### src/rtl/uart_serializer_if.sv
// Byte handshake between the output byte buffer and the UART serializer.
// The buffer drives tx_valid/tx_byte; the serializer reports busy, done and the line.
interface uart_serializer_if;
  logic       tx_valid;
  logic [7:0] tx_byte;
  logic       tx_busy;
  logic       tx_done;
  logic       tx_serial;

  modport master (output tx_valid, output tx_byte,
                  input  tx_busy, input tx_done, input tx_serial);
  modport slave  (input  tx_valid, input tx_byte,
                  output tx_busy, output tx_done, output tx_serial);
endinterface

### src/rtl/uart_serializer.sv
// 8N1 UART transmit stage: one byte per handshake, shifted out LSB-first.
// Define UART_TX_PARITY_EN to insert an even-parity bit after the data bits (8E1).
module uart_serializer #(
  parameter int CLKS_PER_BIT = 434,
  parameter int DATA_BITS    = 8,
  parameter int STOP_BITS    = 1
) (
  input  logic              clk,
  input  logic              reset,
  uart_serializer_if.slave  bus
);

  localparam int             CW        = $clog2(CLKS_PER_BIT);
  localparam logic [CW-1:0]  BAUD_LAST = CW'(CLKS_PER_BIT - 1);
  localparam logic [2:0]     LAST_DATA = 3'(DATA_BITS - 1);
  localparam logic [2:0]     LAST_STOP = 3'(STOP_BITS - 1);

`ifdef UART_TX_PARITY_EN
  typedef enum logic [2:0] {IDLE, START, DATA, PARITY, STOP, DONE} state_t;
`else
  typedef enum logic [2:0] {IDLE, START, DATA, STOP, DONE} state_t;
`endif

  state_t        state;
  logic [CW-1:0] baud_cnt;
  logic [2:0]    bit_idx;
  logic [7:0]    shift_reg;
  logic          busy;
  logic          done;
  logic          line;
`ifdef UART_TX_PARITY_EN
  logic          parity;
`endif

  assign bus.tx_busy   = busy;
  assign bus.tx_done   = done;
  assign bus.tx_serial = line;

  // bit_idx counts data bits in DATA and stop bits in STOP; every bit holds CLKS_PER_BIT cycles
  always_ff @(posedge clk) begin
    if (!reset) begin
      state     <= IDLE;
      baud_cnt  <= '0;
      bit_idx   <= '0;
      shift_reg <= '0;
      busy      <= 1'b0;
      done      <= 1'b0;
      line      <= 1'b1;
`ifdef UART_TX_PARITY_EN
      parity    <= 1'b0;
`endif
    end else begin
      case (state)
        IDLE: begin
          line     <= 1'b1;
          busy     <= 1'b0;
          done     <= 1'b0;
          baud_cnt <= '0;
          bit_idx  <= '0;
          if (bus.tx_valid) begin
            shift_reg <= bus.tx_byte;
            state     <= START;
            busy      <= 1'b1;
            line      <= 1'b0;
          end
        end

        START: begin
          if (baud_cnt == BAUD_LAST) begin
            baud_cnt  <= '0;
            bit_idx   <= '0;
            state     <= DATA;
            line      <= shift_reg[0];
            shift_reg <= {1'b0, shift_reg[7:1]};
`ifdef UART_TX_PARITY_EN
            parity    <= shift_reg[0];
`endif
          end else begin
            baud_cnt <= baud_cnt + CW'(1);
          end
        end

        DATA: begin
          if (baud_cnt == BAUD_LAST) begin
            baud_cnt <= '0;
            if (bit_idx == LAST_DATA) begin
              bit_idx <= '0;
`ifdef UART_TX_PARITY_EN
              state   <= PARITY;
              line    <= parity;
`else
              state   <= STOP;
              line    <= 1'b1;
`endif
            end else begin
              bit_idx   <= bit_idx + 3'd1;
              line      <= shift_reg[0];
              shift_reg <= {1'b0, shift_reg[7:1]};
`ifdef UART_TX_PARITY_EN
              parity    <= parity ^ shift_reg[0];
`endif
            end
          end else begin
            baud_cnt <= baud_cnt + CW'(1);
          end
        end

`ifdef UART_TX_PARITY_EN
        PARITY: begin
          if (baud_cnt == BAUD_LAST) begin
            baud_cnt <= '0;
            bit_idx  <= '0;
            state    <= STOP;
            line     <= 1'b1;
          end else begin
            baud_cnt <= baud_cnt + CW'(1);
          end
        end
`endif

        STOP: begin
          line <= 1'b1;
          if (baud_cnt == BAUD_LAST) begin
            baud_cnt <= '0;
            if (bit_idx == LAST_STOP) begin
              bit_idx <= '0;
              state   <= DONE;
              busy    <= 1'b0;
              done    <= 1'b1;
            end else begin
              bit_idx <= bit_idx + 3'd1;
            end
          end else begin
            baud_cnt <= baud_cnt + CW'(1);
          end
        end

        // tx_valid is deliberately not sampled here so no frame starts during the done pulse
        DONE: begin
          state <= IDLE;
          done  <= 1'b0;
          busy  <= 1'b0;
          line  <= 1'b1;
        end

        default: begin
          state <= IDLE;
          busy  <= 1'b0;
          done  <= 1'b0;
          line  <= 1'b1;
        end
      endcase
    end
  end

endmodule
### src/flat_wrapper.sv
// flat-port wrapper written by rule: the top's interface ports become plain ports
module uart_serializer_flat 
#(
  parameter int CLKS_PER_BIT = 434,
  parameter int DATA_BITS    = 8,
  parameter int STOP_BITS    = 1
)
  (clk, reset, bus_tx_valid, bus_tx_byte, bus_tx_busy, bus_tx_done, bus_tx_serial);
  uart_serializer_if bus_i ();
  input  logic clk;
  input  logic reset;
  input wire logic [$bits(bus_i.tx_valid)-1:0] bus_tx_valid;
  input wire logic [$bits(bus_i.tx_byte)-1:0] bus_tx_byte;
  output wire logic [$bits(bus_i.tx_busy)-1:0] bus_tx_busy;
  output wire logic [$bits(bus_i.tx_done)-1:0] bus_tx_done;
  output wire logic [$bits(bus_i.tx_serial)-1:0] bus_tx_serial;
  assign bus_i.tx_valid = bus_tx_valid;
  assign bus_i.tx_byte = bus_tx_byte;
  assign bus_tx_busy = bus_i.tx_busy;
  assign bus_tx_done = bus_i.tx_done;
  assign bus_tx_serial = bus_i.tx_serial;
  uart_serializer #(.CLKS_PER_BIT(CLKS_PER_BIT), .DATA_BITS(DATA_BITS), .STOP_BITS(STOP_BITS)) u_core (.clk(clk), .reset(reset), .bus(bus_i));
endmodule
### config.mk
export PLATFORM = sky130hd
export DESIGN_NAME = uart_serializer_flat
export DESIGN_NICKNAME = d
export VERILOG_FILES = /design/src/rtl/uart_serializer_if.sv /design/src/rtl/uart_serializer.sv /design/src/flat_wrapper.sv
export SDC_FILE = /design/constraint.sdc
export NUM_CORES = 1
export LEC_CHECK = 0
export BUFFER_PORTS_ARGS = -buffer_cell sky130_fd_sc_hd__buf_2
export CAP_MARGIN = 30
export CELL_PAD_IN_SITES_DETAIL_PLACEMENT = 1
export CELL_PAD_IN_SITES_GLOBAL_PLACEMENT = 2
export CORE_ASPECT_RATIO = 1.5
export CORE_UTILIZATION = 39
export CTS_CLUSTER_DIAMETER = 80
export CTS_CLUSTER_SIZE = 24
export DETAILED_ROUTE_END_ITERATION = 10
export PLACE_DENSITY = 0.84
export SYNTH_ARGS = -nofsm -noshare
export SYNTH_HDL_FRONTEND = slang
export SYNTH_SLANG_ARGS = --single-unit
### constraint.sdc
create_clock -name clk -period 2.7 [get_ports clk]
set_input_delay 0.135 -clock clk [delete_from_list [all_inputs] [get_ports clk]]
set_output_delay 0.135 -clock clk [all_outputs]
set_load 0.01 [all_outputs]
==> results of run 1 <==
[cells in the final DEF, fill, tap and decap left out, types with 3 or more instances in the layout]
cell type and n:
clkbuf_8 3, nor2_1 15, mux2i_1 8, a21oi_1 6, ha_1 5, buf_2 13, o21ai_0 4, a311oi_1 4
inv_1 8, nand3_1 3, xnor2_1 4, o2bb2ai_1 7, dfxtp_1 26, nand2_1 7, nand4b_1 3
[stage by stage]
stage / instances / setup WS [ns] / utilization [%] / hold WS (ns) / instance area, um^2
finish: 191 / 0.853 / 46.8 / 0.112 / 1510
global route: 191 / 0.752 / 46.8 / 0.126 / 1510
CTS: 191 / 0.847 / 46.8 / 0.115 / 1510
detailed placement: 187 / 0.861 / 44.5 / 0.412 / 1440
global placement: 187 / 0.911 / 44.5 / 0.397 / 1440
floorplan: 139 / 1.03 / - / 0.298 / 1350
[worst reg2reg max path, cell delays in order, from the launching register on]
cell and delay (ns):
dfxtp_1 0.33, ha_1 0.20, ha_1 0.21, or3b_1 0.37, a21oi_2 0.27, o32ai_2 0.21
o2bb2ai_1 0.16
[area by class of cell]
| class | count | area (um^2) | share of cell area (%) |
|---|---|---|---|
| inverters | 8 | 30.0 | 1.99 |
| repair buffers | 13 | 65.1 | 4.32 |
| well taps | 40 | 50.0 | 3.32 |
| flip-flops and latches | 26 | 520 | 34.6 |
| multi-input cells | 100 | 769 | 51.1 |
| clock inverters | 1 | 30.0 | 1.99 |
| clock buffers | 3 | 41.3 | 2.74 |
[logic make-up (layout without fill, tap and decap cells)]
family                   after synthesis  in the layout  synth area share, %
AO/OA/AOI/OAI                         34             34                 20.4
adder cells (fa/ha/maj)                5              5                 4.64
XOR/XNOR                               7              7                 5.11
multiplexers                           8              8                 5.94
AND/OR/NAND/NOR                       46             46                 21.0
flip-flops                            26             26                 38.6
buffers and inverters                 13             25                 4.27
[final timing paths]
| kind | cells past startpoint | start | to |
|---|---|---|---|
| min reg2reg | 1 | u_core.shift_reg[2] | u_core.shift_reg[2] |
| max reg2reg | 6 | u_core.bit_idx[0] | u_core.shift_reg[3] |
| min | 3 | bus_tx_byte[5] | u_core.shift_reg[5] |
| max | 6 | u_core.bit_idx[0] | u_core.shift_reg[3] |
[metal layers]
layer,wire length (um),vias up
met4,53,0
met1,1270,519
met3,50,5
li1,-,526
met5,0,-
met2,1710,11
[power groups by stage]
| stage | Combinational, uW | Clock, uW | Sequential, uW |
|---|---|---|---|
| after floorplan | 54.0 | 0 | 413 |
| after global routing | 79.6 | 348 | 411 |
| after global placement | 70.4 | 0 | 416 |
| after detailed placement | 73.3 | 0 | 417 |
| final | 72.1 | 328 | 408 |
| after CTS | 73.4 | 334 | 408 |
==> results.toml, run 1 <==
[cts]
clk_path_buf_depth = 2
clkSlewWorstSetupHoldPaths_ns = 0.09
cts_tree = "built"
post_cts_resized = 0
post_cts_buffers = 0
numCtsBuffers = 3
ctsHoldBuffers = 0
root_buffer = "clkbuf_8"
cts_max_level = 1
clock_sinks = 26
worstSkewPairLatency_ns = 0.28

[sta]
setup_viol = 0
worstMarginPinSlew_ns = 0.711
finClkSkew_ns = 0.00701
fmaxAchievable_ghz = 0.541
finalMaxSlewViolations = 0
finalHoldViolCount = 0
slew_headroom_pct = 52.5
tns_ns = 0
fin_crit_ns = 1.85
rsz0062_at_grt = "false"
period_share_pct = 68.4

[floorplanning]
dieWidth_um = 50.0
die_h_um = 74.0
rows = 25
core_mm2 = 0.00322
die_area_mm2 = 0.00370
start_util_pct = 41.8
io_pins = 14

[worst_setup_path]
cp_top_family = "compound AO/OA/AOI/OAI gates"
cpMostUsedCell = "ha_1"
criticalPathCategory = "reg -> reg"
critPathCaptureType = "register"
cp.arrival_ns = 2.03
path_cells = "ha_1 > ha_1 > or3b_1 > a21oi_2 > o32ai_2 > o2bb2ai_1"
max_stage_delay_ns = 0.37
required_ns = 2.88
r2r_slack_ns = 0.85
critPathSlowestCell = "or3b_1"
cp-start-kind = "register"
crit_buf_inv = 0
crit_fanout = 7

[job]
max-cap-violations = 0

[finish]
diodes = 0
drive_gt1_share_pct = 18.5
num-fill-cells = 369
nets = 168
largest_reg_flops = 9
syn_to_final_growth_pct = 11.8

[detailed_routing]
route.vias.total = 1061
drtPass1Iterations = 3
drt_wl_total_um = 3080
wl_per_cell_um = 16.1
via_per_inst = 5.55
ant_nets = 0
dr.first_iter.drc_count = 30
drc_errors = 0

[min_path]
min_path_type = "in -> reg"

[yosys]
ys_seq_elements = 26
synth_top_area_share_pct = 38.6
synthTopCellsByArea = "dfxtp_1 39%, mux2i_1 5.9%, ha_1 4.6%"
synth.most_common_cell = "dfxtp_1"
seq_area_frac_synth_pct = 38.6
postSynthAreaPerCell_um2 = 9.69
synth_cell_types = 42
synth.cell_area_mm2 = 0.00135
yosys_most_used_dff = "dfxtp_1"
netlist_top_cells_count = "26 x dfxtp_1, 15 x nor2_1, 8 x inv_1, 8 x mux2i_1"
yosysWarnings = 0
synth-edff-count = 0
syn_nets = 155
syn_inst = 139
yosysTopAreaCell = "dfxtp_1"
synth-async-reset-ratio_pct = 0

[power]
power.density_mw_per_mm2 = 536
leakagePower_uw = 0.000550
pwr-share-clk_pct = 40.5
seq_power_share_pct = 50.5
p_sw_share_pct = 22.4
finalPower_uw = 808
share_comb_of_total_power_pct = 8.9
p_int_uw = 627
p_switching_uw = 181
ir_worst_vdd_v = 0.000360

[placement]
gp_congestion = 0.771
dp_hpwl_um = 2370
io_buffers = 13

[global_route]
grt_start_max_net_pins = 18
antenna_found_initial = 0
grt-ovfl-total = 0
grt_pass1_vias = 1160
busiest_layer = "met2"
grt_first_pass_wirelength_um = 5400
use_met2_pct = 36.6
grtUsageTotal_pct = 19.4
use_met1_pct = 20.6
use_met3_pct = 2.66

[outcome]
outcome = "completed"
(Power assumes the default switching activity.)
==> run 2, diff against run 1 <==
--- a/config.mk
+++ b/config.mk
@@ -5,16 +5,17 @@
 export SDC_FILE = /design/constraint.sdc
 export NUM_CORES = 1
 export LEC_CHECK = 0
+export ABC_AREA = 1
 export BUFFER_PORTS_ARGS = -buffer_cell sky130_fd_sc_hd__buf_2
 export CAP_MARGIN = 30
 export CELL_PAD_IN_SITES_DETAIL_PLACEMENT = 1
 export CELL_PAD_IN_SITES_GLOBAL_PLACEMENT = 2
 export CORE_ASPECT_RATIO = 1.5
-export CORE_UTILIZATION = 39
+export CORE_UTILIZATION = 32
 export CTS_CLUSTER_DIAMETER = 80
 export CTS_CLUSTER_SIZE = 24
 export DETAILED_ROUTE_END_ITERATION = 10
-export PLACE_DENSITY = 0.84
+export PLACE_DENSITY = 0.79
 export SYNTH_ARGS = -nofsm -noshare
 export SYNTH_HDL_FRONTEND = slang
 export SYNTH_SLANG_ARGS = --single-unit
==> constraint.sdc (replaced) <==
create_clock -name clk -period 1.9 [get_ports clk]
set_input_delay 0.095 -clock clk [delete_from_list [all_inputs] [get_ports clk]]
set_output_delay 0.095 -clock clk [all_outputs]
set_load 0.01 [all_outputs]
==> run 2 against run 1 <==
Net effect: the flow now finishes with violations (DRC); critical path depth grew 2; synthesized cell count grew 60%; count of clock-buffer cells in the layout is the same; synthesized area grew 11%; core utilization shrank 10 points; die area grew 35%; sequential cell count is the same; sequential share of layout area shrank 3.1 points; hold slack gained 0.0046 ns; first-iteration DRC count grew 10%; wire length grew 15%; non-clock buffer count is the same.
==> results.toml, run 2 <==
[sta]
fin_crit_ns = 1.62
finalHoldViolCount = 0
rsz0062_at_grt = "false"
finClkSkew_ns = 0.00150
setup_viol = 0
slew_headroom_pct = 70.5
worstMarginPinSlew_ns = 0.442
period_share_pct = 85.1
finalMaxSlewViolations = 0
tns_ns = 0
fmaxAchievable_ghz = 0.618

[power]
finalPower_uw = 2380
leakagePower_uw = 0.000789
power.density_mw_per_mm2 = 1440
p_int_uw = 1330
seq_power_share_pct = 31.5
pwr-share-clk_pct = 19.8
p_sw_share_pct = 44.0
p_switching_uw = 1050
ir_worst_vdd_v = 0.000417
share_comb_of_total_power_pct = 48.7

[placement]
post_dp_cell_area_mm2 = 0.00158
io_buffers = 13
gp_congestion = 0.742
dp_hpwl_um = 2760

[yosys]
ys_seq_elements = 26
syn_inst = 222
netlist_top_cells_count = "65 x nand2_1, 38 x nor2_1, 26 x dfxtp_1, 21 x inv_1, 16 x nand3_1"
synthTopCellsByArea = "dfxtp_1 35%, nand2_1 16%, nor2_1 9.5%"
synth_cell_types = 25
postSynthAreaPerCell_um2 = 6.76
syn_nets = 238
synth-edff-count = 0
synth_top_area_share_pct = 34.7
yosysWarnings = 0
synth.cell_area_mm2 = 0.00150
yosys_most_used_dff = "dfxtp_1"
seq_area_frac_synth_pct = 34.7
yosysTopAreaCell = "dfxtp_1"
synth.most_common_cell = "nand2_1"
synth-async-reset-ratio_pct = 0

[cts]
cts_max_level = 1
post_cts_buffers = 0
numCtsBuffers = 3
post_cts_resized = 0
ctsHoldBuffers = 0
clkSlewWorstSetupHoldPaths_ns = 0.10
clock_sinks = 26
worstSkewPairLatency_ns = 0.27
root_buffer = "clkbuf_8"
cts_tree = "built"
clk_path_buf_depth = 2

[floorplanning]
die_area_mm2 = 0.00498
core_mm2 = 0.00450
rows = 30
start_util_pct = 33.3
dieWidth_um = 57.9
io_pins = 14
die_h_um = 85.9

[finish]
nets = 251
drive_gt1_share_pct = 18.8
layout_common_cells = "65 x nand2_1, 38 x nor2_1, 26 x dfxtp_1"
diodes = 0
largest_reg_flops = 9
syn_to_final_growth_pct = 10.3
final_common_cell = "nand2_1"
design_area_mm2 = 0.00166

[global_route]
grt_pass1_vias = 1451
grt-ovfl-total = 0
grt_start_max_net_pins = 18
grtUsageTotal_pct = 16.2
antenna_found_initial = 0
grt_first_pass_wirelength_um = 6200

[detailed_routing]
ant_nets = 0
wl_per_cell_um = 12.6
drtPass1Iterations = 7
drc_errors = 1
via_per_inst = 4.79
drt_wl_total_um = 3560
route.vias.total = 1350
dr.first_iter.drc_count = 33

[worst_setup_path]
criticalPathCategory = "reg -> reg"
required_ns = 2.12
crit_fanout = 17
cp-start-kind = "register"
cp.arrival_ns = 1.84
critPathCaptureType = "register"

[outcome]
outcome = "complete, but fails checks"
violations = "DRC"

[job]
max-cap-violations = 0

[min_path]
min_path_type = "in -> reg"
## run 2: changes by cell type after synthesis, moves of 5 or more
| cell | delta |
|---|---|
| nand2_1 | +58 |
| nor2_1 | +23 |
| o21ai_2 | +6 |
| nand3_1 | +13 |
| inv_1 | +13 |
| o2bb2ai_1 | -7 |
| nand2_4 | +5 |
| mux2i_1 | -8 |
## run 2: final timing paths
| kind | startpoint | to | slack, ns | depth (start not counted) |
|---|---|---|---|---|
| max | u_core.state[2] | u_core.shift_reg[4] | 0.28 | 8 |
| min | bus_tx_valid | u_core.bus.tx_busy | 0.12 | 3 |
| max reg2reg | u_core.state[2] | u_core.shift_reg[4] | 0.28 | 8 |
| min reg2reg | u_core.bus.tx_done | u_core.bus.tx_done | 0.48 | 2 |
## run 2: worst max-delay path, stage by stage, from the launching register on
cell and delay (ns):
dfxtp_1 0.60, nor2_2 0.11, nand2_1 0.14, nand2_4 0.09
inv_2 0.28, nand2_1 0.13, o21ai_2 0.07, nor2_1 0.05
nor2_1 0.09
## run 2: cell type report
class                      instances  area (um^2)
inverter                          26          100
multi-input combinational        165          838
clock inverter                     1         30.0
timing repair buffer              13         65.1
fill                             613         2850
sequential                        26          520
clock buffer                       3         41.3
tap                               48         60.1
## run 2: power by group through the flow
stage          combinational, uW  sequential, uW  clock (uW)
4_1_cts                     1190             752         491
3_3_place_gp                1170             762           0
3_5_place_dp                1180             763           0
2_1_floorplan               1010             747           0
5_1_grt                     1340             766         515
6_report                    1160             749         471
## run 2: metal layers
layer	track usage, %	vias up	wire (um)
li1	-	716	-
met1	16.4	618	1500
met2	32.8	12	1950
met3	1.81	4	56
met4	5.19	0	48
met5	0	-	0
## run 2: through the flow
step | setup WS [ns] | utilization (%) | std cells | hold slack (ns)
floorplan | 0.476 | - | 222 | 0.259
global placement | 0.272 | 35.2 | 278 | 0.416
detailed placement | 0.269 | 35.2 | 278 | 0.420
CTS | 0.240 | 36.8 | 282 | 0.118
global route | 0.0978 | 36.8 | 282 | 0.141
finish | 0.282 | 36.8 | 282 | 0.117
## run 2: logic make-up after synthesis
logic type                 count (synthesis)  synth area share, %
xor gates and xnor gates                   2                 1.17
DFF                                       26                 34.7
and+or+nand+nor                          137                 41.9
adders and majority gates                  5                 4.17
buffers and inverters                     31                 9.50
AOI/OAI and AO/OA                         21                 8.58
